`src/rtl/bf8b_pkg.sv`:
```
`default_nettype none
// ============================================================================
//  Module   : bf8b_pkg
//  Purpose  : Shared types and constants for the bf8b core: the fetch FSM
//             state encoding and the brainfuck opcode byte values.
//  Revision : 1.0  initial release
// ============================================================================
package bf8b_pkg;

    // Fetch engine states: wait for room, hold a request, wait for ready low.
    typedef enum logic [1:0] {
        ST_IDLE    = 2'd0,
        ST_REQ     = 2'd1,
        ST_RELEASE = 2'd2
    } fetch_state_e;

    // Brainfuck opcode bytes (ASCII encoding of the source characters)
    localparam logic [7:0] OP_INC   = 8'h2B;  // '+'
    localparam logic [7:0] OP_DEC   = 8'h2D;  // '-'
    localparam logic [7:0] OP_RIGHT = 8'h3E;  // '>'
    localparam logic [7:0] OP_LEFT  = 8'h3C;  // '<'
    localparam logic [7:0] OP_OUT   = 8'h2E;  // '.'
    localparam logic [7:0] OP_IN    = 8'h2C;  // ','
    localparam logic [7:0] OP_LOOP  = 8'h5B;  // '['
    localparam logic [7:0] OP_END   = 8'h5D;  // ']'

    // True for any of the eight executable opcode bytes.
    function automatic logic is_bf_opcode(input logic [7:0] b);
        logic hit;
        hit = 1'b0;
        case (b)
            OP_INC, OP_DEC, OP_RIGHT, OP_LEFT,
            OP_OUT, OP_IN, OP_LOOP, OP_END: hit = 1'b1;
            default:                        hit = 1'b0;
        endcase
        return hit;
    endfunction

endpackage
`default_nettype wire

```
`src/rtl/fetch_unit_if.sv`:
```
`default_nettype none
// ============================================================================
//  Module   : fetch_unit_if
//  Purpose  : Bundles the fetch unit's memory-arbiter client slot, its
//             instruction output port and the redirect input.
//             master = fetch unit side, slave = environment side.
//  Revision : 1.0  initial release
// ============================================================================
interface fetch_unit_if #(
    parameter int ADDR_W = 8
);
    // Memory arbiter client slot
    logic              mem_request;
    logic [ADDR_W-1:0] mem_addr;
    logic              mem_we;
    logic [7:0]        mem_data_out;
    logic              mem_ready;
    logic [7:0]        mem_data_in;

    // Instruction stream towards the executor
    logic              instr_valid;
    logic [7:0]        instr;
    logic [ADDR_W-1:0] instr_pc;
    logic              instr_ack;

    // Control-flow redirect
    logic              redirect;
    logic [ADDR_W-1:0] redirect_pc;

    modport master (
        output mem_request, mem_addr, mem_we, mem_data_out,
        input  mem_ready, mem_data_in,
        output instr_valid, instr, instr_pc,
        input  instr_ack,
        input  redirect, redirect_pc
    );

    modport slave (
        input  mem_request, mem_addr, mem_we, mem_data_out,
        output mem_ready, mem_data_in,
        input  instr_valid, instr, instr_pc,
        output instr_ack,
        output redirect, redirect_pc
    );
endinterface
`default_nettype wire

```
`src/rtl/fetch_fifo.sv`:
```
`default_nettype none
// ============================================================================
//  Module   : fetch_fifo
//  Purpose  : Small synchronous prefetch FIFO. Flush beats push/pop; push is
//             dropped when full and pop when empty. DEPTH must be a power
//             of two so the pointers wrap naturally.
//  Revision : 1.0  initial release
// ============================================================================
module fetch_fifo #(
    parameter int WIDTH = 16,
    parameter int DEPTH = 4
) (
    input  logic                     clk,
    input  logic                     rst,
    input  logic                     push,
    input  logic [WIDTH-1:0]         push_data,
    input  logic                     pop,
    input  logic                     flush,
    output logic                     full,
    output logic                     empty,
    output logic [$clog2(DEPTH):0]   count,
    output logic [WIDTH-1:0]         head_data
);
    localparam int              PTR_W     = $clog2(DEPTH);
    localparam logic [PTR_W:0]  DEPTH_CNT = (PTR_W+1)'(DEPTH);

    logic [WIDTH-1:0] mem_q [DEPTH];
    logic [WIDTH-1:0] mem_d [DEPTH];
    logic [PTR_W-1:0] wr_ptr_q, wr_ptr_d;
    logic [PTR_W-1:0] rd_ptr_q, rd_ptr_d;
    logic [PTR_W:0]   count_q,  count_d;
    logic             do_push;
    logic             do_pop;

    assign full      = (count_q == DEPTH_CNT);
    assign empty     = (count_q == '0);
    assign count     = count_q;
    assign head_data = mem_q[rd_ptr_q];

    // Next-state for storage, pointers and occupancy.
    always_comb begin
        mem_d    = mem_q;
        wr_ptr_d = wr_ptr_q;
        rd_ptr_d = rd_ptr_q;
        count_d  = count_q;
        do_push  = push && !full;
        do_pop   = pop && !empty;
        if (flush) begin
            wr_ptr_d = '0;
            rd_ptr_d = '0;
            count_d  = '0;
        end else begin
            if (do_push) begin
                mem_d[wr_ptr_q] = push_data;
                wr_ptr_d        = wr_ptr_q + 1'b1;
            end
            if (do_pop) begin
                rd_ptr_d = rd_ptr_q + 1'b1;
            end
            case ({do_push, do_pop})
                2'b10:   count_d = count_q + 1'b1;
                2'b01:   count_d = count_q - 1'b1;
                default: count_d = count_q;
            endcase
        end
    end

    // State registers with synchronous reset.
    always_ff @(posedge clk) begin
        if (rst) begin
            for (int i = 0; i < DEPTH; i++) begin
                mem_q[i] <= '0;
            end
            wr_ptr_q <= '0;
            rd_ptr_q <= '0;
            count_q  <= '0;
        end else begin
            mem_q    <= mem_d;
            wr_ptr_q <= wr_ptr_d;
            rd_ptr_q <= rd_ptr_d;
            count_q  <= count_d;
        end
    end

endmodule
`default_nettype wire

```
`src/rtl/fetch_unit.sv`:
```
`default_nettype none
// ============================================================================
//  Module   : fetch_unit
//  Purpose  : Instruction prefetcher. Issues one read at a time on the
//             lowest-priority arbiter slot, buffers bytes with their PC in
//             fetch_fifo, and restarts on redirect. A transaction in flight
//             at redirect time is allowed to finish; its byte is discarded.
//  Revision : 1.0  initial release
// ============================================================================
module fetch_unit
    import bf8b_pkg::*;
#(
    parameter int FIFO_DEPTH = 4,
    parameter int ADDR_W     = 8
) (
    input  logic          clk,
    input  logic          rst,
    fetch_unit_if.master  bus
);
    localparam int                FW        = ADDR_W + 8;
    localparam int                CNT_W     = $clog2(FIFO_DEPTH) + 1;
    localparam logic [CNT_W-1:0]  DEPTH_CNT = CNT_W'(FIFO_DEPTH);

    fetch_state_e      state_q, state_d;
    logic [ADDR_W-1:0] fetch_pc_q, fetch_pc_d;
    logic [ADDR_W-1:0] mem_addr_q, mem_addr_d;
    logic              mem_request_q, mem_request_d;
    logic              stale_q, stale_d;
    logic [7:0]        instr_hold_q, instr_hold_d;
    logic [ADDR_W-1:0] pc_hold_q, pc_hold_d;

    logic              capture;
    logic              fifo_push;
    logic              fifo_pop;
    logic              fifo_full;
    logic              fifo_empty;
    logic [CNT_W-1:0]  fifo_count;
    logic [FW-1:0]     fifo_head;

    // Redirect wins over both push and pop; the flush empties the buffer.
    assign fifo_push = capture && !stale_q && !bus.redirect && !fifo_full;
    assign fifo_pop  = bus.instr_ack && !fifo_empty && !bus.redirect;

    fetch_fifo #(
        .WIDTH (FW),
        .DEPTH (FIFO_DEPTH)
    ) u_fifo (
        .clk       (clk),
        .rst       (rst),
        .push      (fifo_push),
        .push_data ({mem_addr_q, bus.mem_data_in}),
        .pop       (fifo_pop),
        .flush     (bus.redirect),
        .full      (fifo_full),
        .empty     (fifo_empty),
        .count     (fifo_count),
        .head_data (fifo_head)
    );

    // Fetch FSM: next state, request outputs, fetch PC and stale tracking.
    always_comb begin
        state_d       = state_q;
        fetch_pc_d    = fetch_pc_q;
        mem_request_d = mem_request_q;
        mem_addr_d    = mem_addr_q;
        stale_d       = stale_q;
        capture       = 1'b0;
        case (state_q)
            ST_IDLE: begin
                // Only one transaction is ever in flight, so a free slot now
                // is still free when the byte arrives.
                if (!bus.redirect && (fifo_count < DEPTH_CNT)) begin
                    state_d       = ST_REQ;
                    mem_request_d = 1'b1;
                    mem_addr_d    = fetch_pc_q;
                end
            end
            ST_REQ: begin
                if (bus.mem_ready) begin
                    capture       = 1'b1;
                    mem_request_d = 1'b0;
                    state_d       = ST_RELEASE;
                    stale_d       = 1'b0;
                    if (!stale_q && !bus.redirect) begin
                        fetch_pc_d = fetch_pc_q + 1'b1;
                    end
                end else if (bus.redirect) begin
                    // Let the handshake finish but throw its data away.
                    stale_d = 1'b1;
                end
            end
            ST_RELEASE: begin
                if (!bus.mem_ready) begin
                    state_d = ST_IDLE;
                end
            end
            default: begin
                state_d       = ST_IDLE;
                mem_request_d = 1'b0;
            end
        endcase
        if (bus.redirect) begin
            fetch_pc_d = bus.redirect_pc;
        end
    end

    // Remember the last head so instr/instr_pc hold while the buffer is empty.
    always_comb begin
        instr_hold_d = instr_hold_q;
        pc_hold_d    = pc_hold_q;
        if (!fifo_empty) begin
            instr_hold_d = fifo_head[7:0];
            pc_hold_d    = fifo_head[FW-1:8];
        end
    end

    // State registers with synchronous reset.
    always_ff @(posedge clk) begin
        if (rst) begin
            state_q       <= ST_IDLE;
            fetch_pc_q    <= '0;
            mem_addr_q    <= '0;
            mem_request_q <= 1'b0;
            stale_q       <= 1'b0;
            instr_hold_q  <= '0;
            pc_hold_q     <= '0;
        end else begin
            state_q       <= state_d;
            fetch_pc_q    <= fetch_pc_d;
            mem_addr_q    <= mem_addr_d;
            mem_request_q <= mem_request_d;
            stale_q       <= stale_d;
            instr_hold_q  <= instr_hold_d;
            pc_hold_q     <= pc_hold_d;
        end
    end

    assign bus.mem_request  = mem_request_q;
    assign bus.mem_addr     = mem_addr_q;
    assign bus.mem_we       = 1'b0;
    assign bus.mem_data_out = 8'h00;
    assign bus.instr_valid  = !fifo_empty;
    assign bus.instr        = fifo_empty ? instr_hold_q : fifo_head[7:0];
    assign bus.instr_pc     = fifo_empty ? pc_hold_q    : fifo_head[FW-1:8];

endmodule
`default_nettype wire

```
`src/flat_wrapper.sv`:
```
// flat-port wrapper written by rule: the top's interface ports become plain ports
module fetch_unit_flat import bf8b_pkg::*;
#(
    parameter int FIFO_DEPTH = 4,
    parameter int ADDR_W     = 8
)
  (clk, rst, bus_mem_request, bus_mem_addr, bus_mem_we, bus_mem_data_out, bus_mem_ready, bus_mem_data_in, bus_instr_valid, bus_instr, bus_instr_pc, bus_instr_ack, bus_redirect, bus_redirect_pc);
  fetch_unit_if #(.ADDR_W(ADDR_W)) bus_i ();
  input  logic clk;
  input  logic rst;
  output wire logic [$bits(bus_i.mem_request)-1:0] bus_mem_request;
  output wire logic [$bits(bus_i.mem_addr)-1:0] bus_mem_addr;
  output wire logic [$bits(bus_i.mem_we)-1:0] bus_mem_we;
  output wire logic [$bits(bus_i.mem_data_out)-1:0] bus_mem_data_out;
  input wire logic [$bits(bus_i.mem_ready)-1:0] bus_mem_ready;
  input wire logic [$bits(bus_i.mem_data_in)-1:0] bus_mem_data_in;
  output wire logic [$bits(bus_i.instr_valid)-1:0] bus_instr_valid;
  output wire logic [$bits(bus_i.instr)-1:0] bus_instr;
  output wire logic [$bits(bus_i.instr_pc)-1:0] bus_instr_pc;
  input wire logic [$bits(bus_i.instr_ack)-1:0] bus_instr_ack;
  input wire logic [$bits(bus_i.redirect)-1:0] bus_redirect;
  input wire logic [$bits(bus_i.redirect_pc)-1:0] bus_redirect_pc;
  assign bus_mem_request = bus_i.mem_request;
  assign bus_mem_addr = bus_i.mem_addr;
  assign bus_mem_we = bus_i.mem_we;
  assign bus_mem_data_out = bus_i.mem_data_out;
  assign bus_i.mem_ready = bus_mem_ready;
  assign bus_i.mem_data_in = bus_mem_data_in;
  assign bus_instr_valid = bus_i.instr_valid;
  assign bus_instr = bus_i.instr;
  assign bus_instr_pc = bus_i.instr_pc;
  assign bus_i.instr_ack = bus_instr_ack;
  assign bus_i.redirect = bus_redirect;
  assign bus_i.redirect_pc = bus_redirect_pc;
  fetch_unit #(.FIFO_DEPTH(FIFO_DEPTH), .ADDR_W(ADDR_W)) u_core (.clk(clk), .rst(rst), .bus(bus_i));
endmodule
```
`config.mk`:
```
export PLATFORM = sky130hd
export DESIGN_NAME = fetch_unit_flat
export DESIGN_NICKNAME = d
export VERILOG_FILES = /design/src/rtl/bf8b_pkg.sv /design/src/rtl/fetch_unit_if.sv /design/src/rtl/fetch_fifo.sv /design/src/rtl/fetch_unit.sv /design/src/flat_wrapper.sv
export SDC_FILE = /design/constraint.sdc
export NUM_CORES = 1
export LEC_CHECK = 0
export CORE_ASPECT_RATIO = 1.4
export CORE_UTILIZATION = 55
export DETAILED_ROUTE_END_ITERATION = 16
export DONT_BUFFER_PORTS = 1
export PLACE_DENSITY = 0.74
export SYNTH_ARGS = -nofsm -noshare
export SYNTH_HDL_FRONTEND = slang
export SYNTH_SLANG_ARGS = --single-unit
export TNS_END_PERCENT = 100
```
`constraint.sdc`:
```
create_clock -name clk -period 3.2 [get_ports clk]
set_input_delay 0.64 -clock clk [delete_from_list [all_inputs] [get_ports clk]]
set_output_delay 0.64 -clock clk [all_outputs]
set_load 0.02 [all_outputs]
```
# ---- After elaboration in Yosys (flattened, before gate mapping)
# Index checks and enable logic that the tools add are counted.
dict set report totals {
  reg_bits 107
  elab_cells 86
}
dict set report op_classes {
  addsub 5
  n_lt_le_gt_ge 4
  n_eq_ne 8
  mux 24
  n_bitwise 4
  n_reduce_logical 27
}
# op n
set op_table {}
lappend op_table {{$bwmux 64} 1}
lappend op_table {{$mux 16} 3}
lappend op_table {{$mux 8} 6}
lappend op_table {{$bmux 16 s2} 1}
lappend op_table {{$demux 16 s2} 1}
lappend op_table {{$logic_and 1x1->1} 10}
lappend op_table {{$reduce_and 3->1} 3}
lappend op_table {{$add 8x1->8 const B} 1}
lappend op_table {{$reduce_bool 2->1} 4}
lappend op_table {{$ge 3x3->1 const B} 2}
lappend op_table {{$mux 1} 6}
lappend op_table {{$mux 2} 3}
lappend op_table {{$not 2->3} 2}
lappend op_table {{$pmux 2 s3} 1}
lappend op_table {{$pmux 3 s2} 1}
lappend op_table {{$reduce_and 2->1} 3}
lappend op_table {{$add 2x1->2 const B} 2}
lappend op_table {{$eq 2x1->1 const B} 2}
lappend op_table {{$eq 2x2->1 const B} 2}
lappend op_table {{$logic_not 1->1} 4}
lappend op_table {{$ne 2x2->1 const B} 2}
lappend op_table {{$add 3x1->3 const B} 1}
lappend op_table {{$eq 3x3->1 const B} 1}
lappend op_table {{$logic_not 3->1} 1}
lappend op_table {{other kinds (8)} 9}

# ---- Logic depth before layout (Yosys ltp)
dict set report depth {
  word_depth 8
  depth_mapped 10
}

# ---- Modules after synthesis
# From an unflattened synthesis, not the netlist that was laid out.
dict set report hier_totals {
  hier_cells 462
  hier_area_um2 4976.0
}
# module n_inst cells_each area_per_inst_um2 seq_area_each_um2
set modules_own_cells {}
lappend modules_own_cells {fetch_fifo 1 299 3370.7 1421.4}
lappend modules_own_cells {fetch_unit 1 163 1605.3 720.7}

# ---- Least setup slack after synthesis
# OpenSTA, ideal clock, no wires.
dict set report synth_path {
  path_type {input-to-reg}
  from {in bus_redirect}
  to {reg u_core.u_fifo.count_q[2] (netlist: u_core.u_fifo.count[2])}
  arrival_time_ps 2255
  t_required_ps 3130
  slack_ps 875
  stages 9
  n_path_buf 1
  cell_sequence {inv_1 > clkbuf_1 > nand3_1 > ha_1 > inv_1 > fa_1 > xor2_1 > or3_2 > a21oi_1}
}
dict set report synth_between {
  elab_chain_len 6
}
# element line
set synth_rtl {}
lappend synth_rtl {{start, declared} flat_wrapper.sv:21} ;# input wire logic [$bits(bus_i.redirect)-1:0] bus_redirect;
lappend synth_rtl {{$logic_not 1->1} {fetch_unit.sv:41, fetch_unit.sv:42}}
lappend synth_rtl {{$logic_and 1x1->1 (2 in series)} fetch_unit.sv:41} ;# assign fifo_push = capture && !stale_q && !bus.redirect && !fifo_full;
lappend synth_rtl {{$logic_and 1x1->1} fetch_fifo.sv:46} ;# do_push = push && !full;
lappend synth_rtl {{$eq 2x1->1 / $eq 2x2->1 (equally long branches)} fetch_fifo.sv:60} ;# case ({do_push, do_pop})
lappend synth_rtl {{$pmux 3 s2 / $reduce_bool 2->1 (equally long branches)} -}
lappend synth_rtl {{end signal, assigned} fetch_fifo.sv:81} ;# count_q <= count_d;
lappend synth_rtl {{end, declared} fetch_fifo.sv:31} ;# logic [PTR_W:0] count_q, count_d;
# Parallel ways exist; a longest one is shown, timed or not.
# A chain may end at the register's enable or synchronous reset.

# ---- Worst setup path after layout
dict set report layout_path {
  from {reg u_core.u_fifo.rd_ptr_q[0]}
  to {out bus_instr_pc[4]}
}
dict set report layout_between {
  elab_chain_len 5
}
# element line
set layout_rtl {}
lappend layout_rtl {{start, declared} fetch_fifo.sv:30} ;# logic [PTR_W-1:0] rd_ptr_q, rd_ptr_d;
lappend layout_rtl {{start signal, assigned} fetch_fifo.sv:80} ;# rd_ptr_q <= rd_ptr_d;
lappend layout_rtl {{$not 2->3 (implied by the code)} fetch_fifo.sv:38} ;# assign head_data = mem_q[rd_ptr_q];
lappend layout_rtl {{$bmux 16 s2} fetch_fifo.sv:38}
lappend layout_rtl {{$mux 16 (implied by the code) (2 in series)} fetch_fifo.sv:38}
lappend layout_rtl {{$mux 8} fetch_unit.sv:144} ;# assign bus.instr_pc = fifo_empty ? pc_hold_q : fifo_head[FW-1:8];
lappend layout_rtl {{end, declared} flat_wrapper.sv:19} ;# output wire logic [$bits(bus_i.instr_pc)-1:0] bus_instr_pc;
# Every way passes these cells. The select of a mux whose other input is x is not followed.

==> results.toml <==
[critical_path]
crit_fanout = 14
timing.critical_path.required_ps = 2560
timing.critical_path.max_delay_family = "multiplexers"
critPathLaunchType = "flip-flop"
crit_arrival_ps = 1990
crit_buf_inv = 1
worstSetupEndpointType = "output port"
cp_cell_sequence = "buf_12 > mux4_2 > mux2_2"
slowest_stage = "dfxtp_1"
worst-setup-path-type = "flip-flop to output port"
critPathMaxStageDelay_ps = 540

[clock_network]
clk_transition_reported_paths_ps = 70
clock_tree_from_tritoncts = "built"
htree_num_levels = 3
post_cts_hold_buffer_count = 0
cts.path.max_buffers = 2
post-cts-setup-buffer-count = 0
clock_tree.root_cell = "clkbuf_16"
clock_sinks = 107
clock_buffer_count_from_cts = 9
clock_latency_ps = 350
cts.repair.resized = 0

[yosys]
yosysTopAreaCellShare_pct = 42.7
yosysUniqueCellTypes = 45
post_synth_instance_area_um2 = 5020
ys_dominant_reg_cell = "dfxtp_1"
yosysTopAreaCell = "dfxtp_1"
most_frequently_used_cell_type_in_the_post_synthesis_netlist = "dfxtp_1"
ys_warn_count = 0
cell_types_occupying_the_most_area_after_synthesis = "dfxtp_1 43%, mux2i_1 14%, nand2b_1 10%, mux4_2 7.2%, mux2_2 3.6%"
syn-mean-instance-area_um2 = 10.9
syn_inst = 462
synth-edff-count = 0
synth.ff_latch_count = 107
synth_async_sr_flop_share_pct = 0
synth-seq-area-share_pct = 42.7
most_used_standard_cells_in_the_synthesized_netlist = "107 x dfxtp_1, 80 x nand2b_1, 72 x mux2i_1"

[timing]
post-route-period-util_pct = 82.1
setup_ws_ps = 572
timing.max_slew.rel_slack_pct = 63.6
final_period_minus_worst_setup_slack_ps = 2630
setup_total_negative_slack_ps = 0
max_clock_freq_ghz = 0.380
skew_ps = 8.00
timing.final.setup_violations = 0
rsz0062_at_grt = "false"
final-hold-violation-count = 0
timing.final.max_slew_violations = 0
timing_worst_slew_pin_value_ps = 543

[route]
wl_um = 9530
detailedRoute.firstPassIterationCount = 4
vias_per_cell = 5.69
detailroute.via_count = 3166
dr.first_iter.drc_count = 157
routed_wire_length_per_instance_um = 17.1
antenna_violating_nets_remaining = 0
route.detailed.drc = 0

[power]
power_leakage_nw = 1.81
power.internal_w = 0.00210
peakVddDrop_v = 0.000291
power_switching_w = 0.000590
sw_share_pct = 21.9
power.share.clock_pct = 44.3
comb_power_share_pct = 4.2
seqPwrFrac_pct = 51.5
power_per_cell_area_nw_per_um2 = 509

[floorplanning]
design.die.area_um2 = 9510
placementRows = 40
ios = 56
die_y_um = 115
start_util_pct = 57.6
die_width_um = 82.7
fp.coreArea_um2 = 8710

[grt]
gr-usage-all-layers_pct = 22.1
grt_pass1_wl_um = 15800
global_route.overflow_total = 0
number_of_antenna_violations_at_the_first_check_in_global_routing = 0
largest_net_degree_at_the_start_of_global_routing = 123
first_global_vias = 3206

[place]
placedInstanceArea_um2 = 4960
gpl.final_weighted_congestion = 0.824
placed_cells_incl_taps = 540
dp_slack_ps = 663
buffer_ports.inserted = 0
dpl.hpwl_um = 6220

[layout]
stdcell_area_um2 = 5280
final_layout_size_suffix_gt1_share_pct = 13.7
utilization_pct = 60.7
multi_input_area_um2 = 2580
syn_to_final_growth_pct = 5.31
n_antenna_cell = 0
final-instance-count-excl-fill = 556
final.fill_count = 751
total_area_of_sequential_cells_um2 = 2140
layout.nets = 474

[status]
outcome = "complete, no violations"

[min_path]
hold_path_class = "primary input to flip-flop"

[run]
max-cap-violations = 0
==> worst paths after layout <==
path | end | slack (ps) | from | depth (start not counted)
worst max-delay path | bus_instr_pc[4] | 570 | u_core.u_fifo.rd_ptr_q[0]$_SDFFE_PP0P_ | 3
worst min-delay path | u_core.fetch_pc_q[2]$_SDFFE_PP0P_ | 360 | rst | 1
worst max register to register | u_core.u_fifo.count[2]$_SDFFE_PP0P_ | 620 | u_core.u_fifo.count[2]$_SDFFE_PP0P_ | 8
worst min register to register | u_core.u_fifo.mem_q[33]$_SDFFE_PP0P_ | 470 | u_core.u_fifo.mem_q[33]$_SDFFE_PP0P_ | 2
==> per-layer routing <==
layer	up-vias	global-route usage (%)	routed length [um]
met5	-	0	0
met4	0	7.59	132
met2	45	36.8	4770
met3	10	5.48	363
li1	1545	-	-
met1	1566	27.4	4270
==> final cells by class <==
type / count / area share, %
well taps: 105 / 2.49
repair buffers: 8 / 1.37
clock buffers: 9 / 4.26
multi-input cells: 311 / 48.8
clock inverters: 7 / 1.89
flip-flops and latches: 107 / 40.5
inverters: 9 / 0.639
==> kinds of logic (layout without fill, tap and decap cells) <==
kind of cell | after synthesis | in the layout | synth area share (%)
AOI/OAI and AO/OA | 28 | 28 | 3.64
xor gates and xnor gates | 6 | 6 | 1.05
adders and majority gates | 7 | 7 | 1.90
buffers and inverters | 52 | 33 | 6.63
DFF | 107 | 107 | 42.7
muxes | 104 | 104 | 25.1
other | 1 | 9 | 0.0747
and+or+nand+nor | 157 | 157 | 18.9
==> stage by stage <==
| stage | total power (W) | hold slack [ps] |
|---|---|---|
| finish | 0.00269 | 359 |
| floorplan | 0.00153 | 445 |
| CTS | 0.00272 | 349 |
| global placement | 0.00153 | 454 |
| global route | 0.00278 | 351 |
| detailed placement | 0.00153 | 461 |
==> registers in the layout (all words and copies together) (netlist names) <==
signal                  flops
u_core.fetch_pc_q           8
u_core.bus.mem_request      1
u_core.u_fifo.wr_ptr_q      2
u_core.bus.mem_addr         8
u_core.u_fifo.count         3
u_core.stale_q              1
u_core.instr_hold_q         8
u_core.u_fifo.mem_q        64
u_core.pc_hold_q            8
u_core.u_fifo.rd_ptr_q      2
u_core.state_q              2
==> power groups by stage <==
stage / combinational (W) / sequential (W) / clock, W
after floorplan: 0.000125 / 0.00141 / 0
after global placement: 0.000113 / 0.00141 / 0
after detailed placement: 0.000115 / 0.00142 / 0
after CTS: 0.000116 / 0.00138 / 0.00122
after global routing: 0.000125 / 0.00139 / 0.00127
final: 0.000114 / 0.00138 / 0.00119
==> placed cells by master, fill, tap and decap left out, types with 3 or more instances in the layout <==
cell type and n:
nand2_1 4, or4_1 3, conb_1 9, nand3_1 8, xor2_1 4, or3_1 4
inv_1 9, nor2_1 23, mux2i_1 72, a21oi_1 7, clkbuf_16 9, mux4_2 16
ha_1 6, buf_4 7, o21ai_0 8, a311oi_1 6, dfxtp_1 107, nand2b_1 80
nor2b_1 17, mux2_2 16, and4_1 3
(Power assumes the default switching activity.)
